### src/rtl/id_ex_pipe_reg.sv
// ID/EX pipeline register with stall/flush control and the load-use hazard check.
// Optional macro ID_EX_PERF_CNT_EN adds saturating bubble and stall counters.
module id_ex_pipe_reg #(
  parameter int XLEN = 64,
  parameter int REGW = 5
) (
  input  logic            clk,
  input  logic            reset,
  input  logic            stall,
  input  logic            flush,
  input  logic            id_valid,
  input  logic [XLEN-1:0] id_pc,
  input  logic [XLEN-1:0] id_read_data1,
  input  logic [XLEN-1:0] id_read_data2,
  input  logic [XLEN-1:0] id_imm,
  input  logic [REGW-1:0] id_rs1,
  input  logic [REGW-1:0] id_rs2,
  input  logic [REGW-1:0] id_rd,
  input  logic [3:0]      id_funct,
  input  logic [1:0]      id_alu_op,
  input  logic            id_alu_src,
  input  logic            id_mem_read,
  input  logic            id_mem_write,
  input  logic            id_reg_write,
  input  logic            id_mem_to_reg,
  input  logic            id_branch,
  output logic            ex_valid,
  output logic [XLEN-1:0] ex_pc,
  output logic [XLEN-1:0] ex_read_data1,
  output logic [XLEN-1:0] ex_read_data2,
  output logic [XLEN-1:0] ex_imm,
  output logic [REGW-1:0] ex_rs1,
  output logic [REGW-1:0] ex_rs2,
  output logic [REGW-1:0] ex_rd,
  output logic [3:0]      ex_funct,
  output logic [1:0]      ex_alu_op,
  output logic            ex_alu_src,
  output logic            ex_mem_read,
  output logic            ex_mem_write,
  output logic            ex_reg_write,
  output logic            ex_mem_to_reg,
  output logic            ex_branch,
  output logic            load_use_hazard
`ifdef ID_EX_PERF_CNT_EN
  ,
  output logic [31:0]     bubble_count,
  output logic [31:0]     stall_count
`endif
);

  logic            r_valid;
  logic [XLEN-1:0] r_pc;
  logic [XLEN-1:0] r_read_data1;
  logic [XLEN-1:0] r_read_data2;
  logic [XLEN-1:0] r_imm;
  logic [REGW-1:0] r_rs1;
  logic [REGW-1:0] r_rs2;
  logic [REGW-1:0] r_rd;
  logic [3:0]      r_funct;
  logic [1:0]      r_alu_op;
  logic            r_alu_src;
  logic            r_mem_read;
  logic            r_mem_write;
  logic            r_reg_write;
  logic            r_mem_to_reg;
  logic            r_branch;

  // Bubbles (reset/flush) clear everything; an invalid ID slot keeps its data but drops all control.
  always_ff @(posedge clk) begin
    if (reset || flush) begin
      r_valid      <= 1'b0;
      r_pc         <= '0;
      r_read_data1 <= '0;
      r_read_data2 <= '0;
      r_imm        <= '0;
      r_rs1        <= '0;
      r_rs2        <= '0;
      r_rd         <= '0;
      r_funct      <= '0;
      r_alu_op     <= '0;
      r_alu_src    <= 1'b0;
      r_mem_read   <= 1'b0;
      r_mem_write  <= 1'b0;
      r_reg_write  <= 1'b0;
      r_mem_to_reg <= 1'b0;
      r_branch     <= 1'b0;
    end else if (!stall) begin
      r_valid      <= id_valid;
      r_pc         <= id_pc;
      r_read_data1 <= id_read_data1;
      r_read_data2 <= id_read_data2;
      r_imm        <= id_imm;
      r_rs1        <= id_rs1;
      r_rs2        <= id_rs2;
      r_rd         <= id_rd;
      r_funct      <= id_funct;
      r_alu_op     <= id_valid ? id_alu_op : 2'b00;
      r_alu_src    <= id_valid & id_alu_src;
      r_mem_read   <= id_valid & id_mem_read;
      r_mem_write  <= id_valid & id_mem_write;
      r_reg_write  <= id_valid & id_reg_write;
      r_mem_to_reg <= id_valid & id_mem_to_reg;
      r_branch     <= id_valid & id_branch;
    end
  end

  assign ex_valid      = r_valid;
  assign ex_pc         = r_pc;
  assign ex_read_data1 = r_read_data1;
  assign ex_read_data2 = r_read_data2;
  assign ex_imm        = r_imm;
  assign ex_rs1        = r_rs1;
  assign ex_rs2        = r_rs2;
  assign ex_rd         = r_rd;
  assign ex_funct      = r_funct;
  assign ex_alu_op     = r_alu_op;
  assign ex_alu_src    = r_alu_src;
  assign ex_mem_read   = r_mem_read;
  assign ex_mem_write  = r_mem_write;
  assign ex_reg_write  = r_reg_write;
  assign ex_mem_to_reg = r_mem_to_reg;
  assign ex_branch     = r_branch;

  // Deliberately not gated by stall: the hazard unit needs the request while it is holding IF/ID.
  logic w_rd_match;
  assign w_rd_match      = (r_rd == id_rs1) || (r_rd == id_rs2);
  assign load_use_hazard = r_valid && r_mem_read && (r_rd != '0) && w_rd_match && id_valid;

`ifdef ID_EX_PERF_CNT_EN
  logic [31:0] r_bubble_count;
  logic [31:0] r_stall_count;
  logic        w_bubble_evt;
  logic        w_stall_evt;

  assign w_bubble_evt = flush || (!stall && !id_valid);
  assign w_stall_evt  = stall && !flush;

  always_ff @(posedge clk) begin
    if (reset) begin
      r_bubble_count <= '0;
      r_stall_count  <= '0;
    end else begin
      if (w_bubble_evt && (r_bubble_count != 32'hFFFF_FFFF))
        r_bubble_count <= r_bubble_count + 32'd1;
      if (w_stall_evt && (r_stall_count != 32'hFFFF_FFFF))
        r_stall_count <= r_stall_count + 32'd1;
    end
  end

  assign bubble_count = r_bubble_count;
  assign stall_count  = r_stall_count;
`else
  // Counters are compiled out; the register set alone defines the block.
`endif

endmodule

### config.mk
export PLATFORM = sky130hd
export DESIGN_NAME = id_ex_pipe_reg
export DESIGN_NICKNAME = d
export VERILOG_FILES = /design/src/rtl/id_ex_pipe_reg.sv
export SDC_FILE = /design/constraint.sdc
export NUM_CORES = 1
export LEC_CHECK = 0
export ABC_AREA = 1
export BUFFER_PORTS_ARGS = -buffer_cell sky130_fd_sc_hd__buf_2
export CELL_PAD_IN_SITES_DETAIL_PLACEMENT = 1
export CELL_PAD_IN_SITES_GLOBAL_PLACEMENT = 1
export CORE_AREA = 2 2 224 226
export DETAILED_ROUTE_END_ITERATION = 8
export DIE_AREA = 0 0 226 228
export MAX_ROUTING_LAYER = met4
export PLACE_DENSITY = 0.71
export SYNTH_ARGS = -nofsm -noshare
export SYNTH_HDL_FRONTEND = slang
export SYNTH_SLANG_ARGS = --single-unit
### constraint.sdc
create_clock -name clk -period 1.2 [get_ports clk]
set_input_delay 0.18 -clock clk [delete_from_list [all_inputs] [get_ports clk]]
set_output_delay 0.18 -clock clk [all_outputs]
set_load 0.05 [all_outputs]
; ---- After elaboration in Yosys (flattened, before gate mapping)
; Index checks and enable logic that the tools add are counted.
[totals]
ff_bits = 284
output_inout_bits = 285
input_bits = 288
[op_classes]
n_eq_ne = 2
n_reduce_logical = 7
mux = 1
n_bitwise = 6
[ops]
columns = op, count
row1 = == test 5 bit, 2
row2 = bitwise AND 1 bit, 6
row3 = nonzero test 5 bit, 1
row4 = logical AND 1 bit, 4
row5 = logical OR 1 bit, 2
row6 = two-way mux 2 bit, 1

; ---- Logic depth before layout (Yosys ltp)
; Gate-level depths: netlist (run 1).
[depth]
depth_word = 4
depth_mapped = 6
ltp_nobuf = 6

; ---- Worst setup path after synthesis (run 1)
; No wires, ideal clock.
[synth_path]
kind = register -> output
start = register r_rd[3] (netlist: ex_rd[3])
end = output load_use_hazard
setup_slack_ps = -839
arrival_ps = 1859
path_buffers = 0
required_ps = 1020
stages_incl_launch_ff = 7
cell_sequence = dfxtp_1 > inv_1 > nand2_1 > nand2_1 > nor2_1 > nand3_1 > a21oi_1
[synth_between]
elab_chain_cells = 4
word_cells_on_any_way = 7
classes_between = eq/ne: 2 / reduce/logical: 5
[synth_rtl]
columns = item, line
row1 = from (decl), 58  ; logic [REGW-1:0] r_rd;
row2 = from (signal assigned), 95  ; r_rd <= id_rd;
row3 = == test 5 bit / nonzero test 5 bit (equally long branches), "126, 127"
row4 = logical OR 1 bit / logical AND 1 bit (equally long branches), "126, 127"
row5 = logical AND 1 bit * (2 in a row), 127  ; assign load_use_hazard = r_valid && r_mem_read && (r_rd != '0) && w_rd_match && id_valid;
row6 = to (decl), 43  ; output logic load_use_hazard
; Mark *: on every way between the ends. The rest lies on a longest branch, timed or not.

; ---- Worst setup path in the final report (run 1)
[layout_path]
start = register r_rd[1] (netlist: ex_rd[1])
end = output load_use_hazard
; Same word-level chain as after synthesis.

==> flow_summary.yaml, run 1 <==
logic_synthesis:
  syn-mean-instance-area_sq_um: 8.59
  ys.flop_type: "dfxtp_1"
  synth_nets: 1555
  synth_area_sq_um: 10900
  synth-edff-count: 0
  synthTopCellsByArea: "dfxtp_1 52%, nand2_1 19%, a21oi_2 17%"
  synth_most_common_cell: "nand2_1"
  synth_seq_cells: 284
  ys_top_cells_by_count: "565 x nand2_1, 284 x dfxtp_1, 210 x a21oi_2"
  synth_cells: 1267
  yosysTopAreaCell: "dfxtp_1"
  synth.top_cell.area_share: 0.522
  async_reset_ff_frac: 0
  synth_warnings: 0
  ys_seq_area_frac: 0.522
  yosysUniqueCellTypes: 17
status:
  violations: "negative setup slack"
  status: "finished, violations left"
routing:
  drc_errors: 0
  vias_per_cell: 4.50
  drt_iter0_drc: 547
  ant_nets: 0
  routedWlPerCell_um: 21.1
  firstDrtPassIters: 5
  wl_mm: 62.8
  vias: 13400
setup_path:
  cp_max_fo: 4
  cpMaxStageDelayCell: "dfxtp_4"
  crit_type: "flop to output pin"
  startpoint_type: "flop"
  path_buf_inv: 2
  cp.required_ns: 1.02
  cp_slowest_stage_delay_ns: 0.37
  cp.arrival_ns: 1.68
  cp-end-kind: "output pin"
  path_cells: "inv_2 > nand2_1 > nand2_1 > nor2_2 > nand3_2 > a21oi_4 > buf_12"
  crit_family: "flip-flops"
  cp_common_cell: "nand2_1"
global_route:
  track_usage: 0.235
  antenna_found_initial: 5
  first_global_vias: 15300
  grt.overflow.total: 0
  grt_pass1_wl_mm: 90.7
  grt_start_max_net_pins: 58
sta:
  slew_violations: 0
  setup_viol: 238
  max_freq_mhz: 537
  worst_slack_ns: -0.663
  tightest_slew_ns: 0.337
  rsz0062_at_grt: "true"
  finClkSkew_ns: 0
  timing.slew.headroom: 0.775
  period_share: 1.55
  layout_min_cycle_time_ns: 1.86
  tns_ns: -4.73
  hold_violations: 0
placed_design:
  io_buffers: 572
  hpwl_mm: 32.3
  gp_congestion: 0.856
  dp_slack_ns: -0.0992
  dp.cells: 2496
power_and_ir_drop:
  finalPower_w: 0.0260
  vdd_drop_max_uv: 745
  power.internal_w: 0.0184
  power_leakage_nw: 9.77
  seqPwrFrac: 0.387
  switching_power_w: 0.00760
  power_frac_clock: 0.408
  powerDensity_nw_per_um2: 1120
  switching_share: 0.292
  p_comb_frac: 0.205
final_layout:
  drive_above_1_share: 0.587
  nets: 2560
  syn2layout_area_growth_pct: 113
  final.fill_count: 5453
  fin_cells: 2970
  fin_util: 0.470
worst_hold_path:
  hold_path.class: "primary input to flop"
clock_network:
  cts_root_buf: "clkbuf_16"
  cts_buffers: 36
  cts.sinks: 284
  cts_max_path_buffers: 3
  clock_latency_ns: 0.53
  path_clk_slew_ns: 0.06
  htreeDepth: 2
  cts_tree: "built"
floorplanning:
  rows: 82
  initial_core_util: 0.221
  die_h_um: 228
  fp.dieW_um: 226
  dieArea_sq_um: 51500
  core_sq_um: 49300
  io_pins: 573
flow_run:
  drv_cap: 0
[repair_timing]
item,4_1_cts,5_1_grt
hold buffers,282,0
endpoints found under the hold margin,282,0
setup endpoints to repair,285,285
buffers inserted,41,87
resized for setup,1097,90
pin swaps,5,6
[metal layers]
metal  vias up  routed length, um  part of all wire  global-route usage
met5         -                  0                 0                   -
met1      6466              21600              0.34               0.224
met2       589              33300              0.53               0.425
li1       6070                  -                 -                   -
met3       241               3950             0.063              0.0622
met4         0               3890             0.062               0.134
[worst min-delay path, cell delays in order]
cell and delay (ns):
buf_2 0.10, nor2_1 0.14, a211oi_1 0.07
[layout by cell type, fill, tap and decap left out, drive strengths merged, types with 2 or more instances in the layout]
cell type | Yosys | final
buf | 89 | 778
nand2 | 565 | 565
dfxtp | 284 | 284
dlygate4sd3 | 0 | 282
a21oi | 273 | 273
clkbuf | 5 | 54
nor2 | 17 | 17
inv | 13 | 15
a211oi | 12 | 12
diode | 0 | 5
clkinv | 1 | 3
nand3 | 2 | 2
nand4 | 2 | 2
clkinvlp | 0 | 2
xnor2 | 2 | 2
[cell families (layout without fill, tap and decap cells)]
group / count (synthesis) / count (layout) / share of synthesized area
compound gates: 285 / 285 / 0.206
flops: 284 / 284 / 0.522
simple gates: 587 / 587 / 0.203
xor+xnor: 3 / 3 / 0.00241
other cells: 0 / 5 / 0
buf+inv: 108 / 1134 / 0.0661
[metrics by stage]
stage,hold WS [ns],instance area (sq um)
6_report,0.00133,23200
5_1_grt,0.0271,23200
4_1_cts,0.00247,22200
3_5_place_dp,0.434,14900
3_3_place_gp,0.428,14900
2_1_floorplan,0.317,10900
[power groups by stage]
stage | Clock, W | Sequential [W] | Combinational [W]
global placement | 0 | 0.0101 | 0.00344
floorplan | 0 | 0.0111 | 0.00113
detailed placement | 0 | 0.0101 | 0.00350
finish | 0.0106 | 0.0101 | 0.00532
CTS | 0.0107 | 0.0101 | 0.00486
global route | 0.0112 | 0.0101 | 0.00555
[path summary, 6_finish.rpt]
check | start | to | slack, ns | depth (start not counted)
hold reg to reg | ex_branch$_SDFFE_PP0N_ | ex_branch$_SDFFE_PP0N_ | 0.48 | 2
setup reg to reg | ex_rd[0]$_SDFFE_PP0N_ | ex_rd[0]$_SDFFE_PP0N_ | 0.22 | 4
hold / removal | id_rd[2] | ex_rd[2]$_SDFFE_PP0N_ | 0.001 | 3
setup / recovery | ex_rd[1]$_SDFFE_PP0N_ | load_use_hazard | -0.66 | 7
[cell type report]
| cell class | count | area, sq um | area share |
|---|---|---|---|
| Clock buffer | 53 | 1080 | 0.0464 |
| Multi-Input combinational cell | 875 | 4550 | 0.196 |
| Sequential cell | 284 | 6130 | 0.264 |
| Antenna cell | 5 | 12.5 | 0.000540 |
| Clock inverter | 6 | 36.3 | 0.00156 |
| Inverter | 14 | 65.1 | 0.00281 |
| Timing Repair Buffer | 1061 | 10500 | 0.452 |
| Tap cell | 672 | 841 | 0.0363 |
(Power assumes the default switching activity.)
==> run 2: changes to the inputs <==
- PLACE_DENSITY: 0.71 -> default
- PLACE_DENSITY_LB_ADDON: default -> 0.12
- SLEW_MARGIN: default -> 30
==> flow_summary.yaml, run 2 (synthesis results as in run 1) <==
floorplanning:
  dieArea_sq_um: 51500
  rows: 82
  fp.dieW_um: 226
  initial_core_util: 0.221
  core_sq_um: 49300
  io_pins: 573
  die_h_um: 228
status:
  violations: "negative setup slack"
  status: "finished, violations left"
setup_path:
  cp_slowest_stage_delay_ns: 0.39
  cp_max_fo: 5
  cp-end-kind: "output pin"
  crit_type: "flop to output pin"
  startpoint_type: "flop"
  cp_common_cell: "nand2_1"
  cp.arrival_ns: 1.62
  cp.required_ns: 1.02
  cpMaxStageDelayCell: "dfxtp_4"
  path_cells: "inv_2 > nand2_1 > nand2_1 > nor2_1 > nand3_2 > a21oi_4 > buf_12"
sta:
  tightest_slew_ns: 0.483
  max_freq_mhz: 555
  setup_viol: 158
  tns_ns: -2.34
  timing.slew.headroom: 0.678
  rsz0062_at_grt: "true"
  slew_violations: 0
  worst_slack_ns: -0.603
  hold_violations: 0
  period_share: 1.50
  layout_min_cycle_time_ns: 1.80
  finClkSkew_ns: 0
clock_network:
  path_clk_slew_ns: 0.06
  cts_buffers: 37
  clock_latency_ns: 0.53
  cts_tree: "built"
  cts_max_path_buffers: 3
  cts.sinks: 284
  htreeDepth: 2
  cts_root_buf: "clkbuf_16"
final_layout:
  final_cell_mix: "565 x nand2_1, 287 x buf_2, 284 x dlygate4sd3_1"
  syn2layout_area_growth_pct: 110
  drive_above_1_share: 0.576
  final.fill_count: 5554
  nets: 2520
  layout_commonest_cell: "nand2_1"
  fin_util: 0.463
placed_design:
  gp_congestion: 0.788
  hpwl_mm: 34.1
  io_buffers: 572
global_route:
  grt_pass1_wl_mm: 77.1
  grt_start_max_net_pins: 39
  first_global_vias: 13400
  track_usage: 0.197
  grt.overflow.total: 0
  antenna_found_initial: 8
power_and_ir_drop:
  vdd_drop_max_uv: 837
  seqPwrFrac: 0.389
  switching_share: 0.280
  switching_power_w: 0.00724
  power.internal_w: 0.0186
  powerDensity_nw_per_um2: 1130
  power_leakage_nw: 9.58
  p_comb_frac: 0.194
  power_frac_clock: 0.417
routing:
  wl_met3_mm: 4.11
  drc_errors: 0
  vias_per_cell: 4.22
  met2_length_mm: 26.1
  vias: 12400
  top_layer_used: "met4"
  ant_nets: 0
  met1_length_mm: 19.9
  firstDrtPassIters: 6
  wl_mm: 51.9
  routedWlPerCell_um: 17.7
  drt_iter0_drc: 361
flow_run:
  drv_cap: 0
worst_hold_path:
  hold_path.class: "primary input to flop"
[run 2: final timing paths]
kind | cells after the start | end | from | slack (ns)
worst min-delay path | 5 | ex_valid$_SDFFE_PP0N_ | stall | 0.11
worst max register to register | 4 | ex_rd[2]$_SDFFE_PP0N_ | ex_rd[2]$_SDFFE_PP0N_ | 0.23
worst min register to register | 2 | ex_branch$_SDFFE_PP0N_ | ex_branch$_SDFFE_PP0N_ | 0.47
worst max-delay path | 7 | load_use_hazard | ex_rd[4]$_SDFFE_PP0N_ | -0.60
[run 2: what timing repair did]
item / in CTS / in global routing
pin swaps: 4 / 2
hold buffers: 284 / 0
setup endpoints to repair: 285 / 285
endpoints found under the hold margin: 284 / 0
gates resized for setup: 1091 / 42
setup buffers: 35 / 71
[run 2: final cells by class]
type | instances | area, sq um | share of cell area
Antenna cell | 8 | 20.0 | 0.000877
Clock inverter | 10 | 83.8 | 0.00367
Clock buffer | 50 | 1070 | 0.0471
Sequential cell | 284 | 6070 | 0.266
Timing Repair Buffer | 1020 | 10200 | 0.445
Inverter | 14 | 67.6 | 0.00296
Tap cell | 672 | 841 | 0.0368
Multi-Input combinational cell | 875 | 4510 | 0.197
[run 2: layer usage]
metal / GRT usage / up-vias
met5: - / -
met4: 0.0731 / 0
met3: 0.0656 / 100
met2: 0.340 / 377
met1: 0.208 / 5922
li1: - / 5985
[run 2: critical path, delay by kind of cell, from the launching register on]
family	cells	cell delay (ns)
compound gates	1	0.18
buf+inv	2	0.20
flops	1	0.39
simple gates	4	0.33
[run 2: per-stage QoR]
stage	total power [W]	std cells	instance area, sq um	hold WS (ns)	setup slack (ns)
floorplan	0.0123	1267	10900	0.317	-0.122
global placement	0.0136	2475	14800	0.428	-0.0710
detailed placement	0.0136	2475	14800	0.434	-0.0610
CTS	0.0261	2854	22100	0.0781	-0.638
global route	0.0270	2933	22800	0.122	-0.732
finish	0.0259	2933	22800	0.105	-0.603
[run 2: power by group through the flow]
stage	Combinational (W)	Sequential (W)	Clock (W)
2_1_floorplan	0.00113	0.0111	0
3_3_place_gp	0.00348	0.0101	0
3_5_place_dp	0.00349	0.0101	0
4_1_cts	0.00487	0.0101	0.0112
5_1_grt	0.00532	0.0101	0.0115
6_report	0.00501	0.0101	0.0108
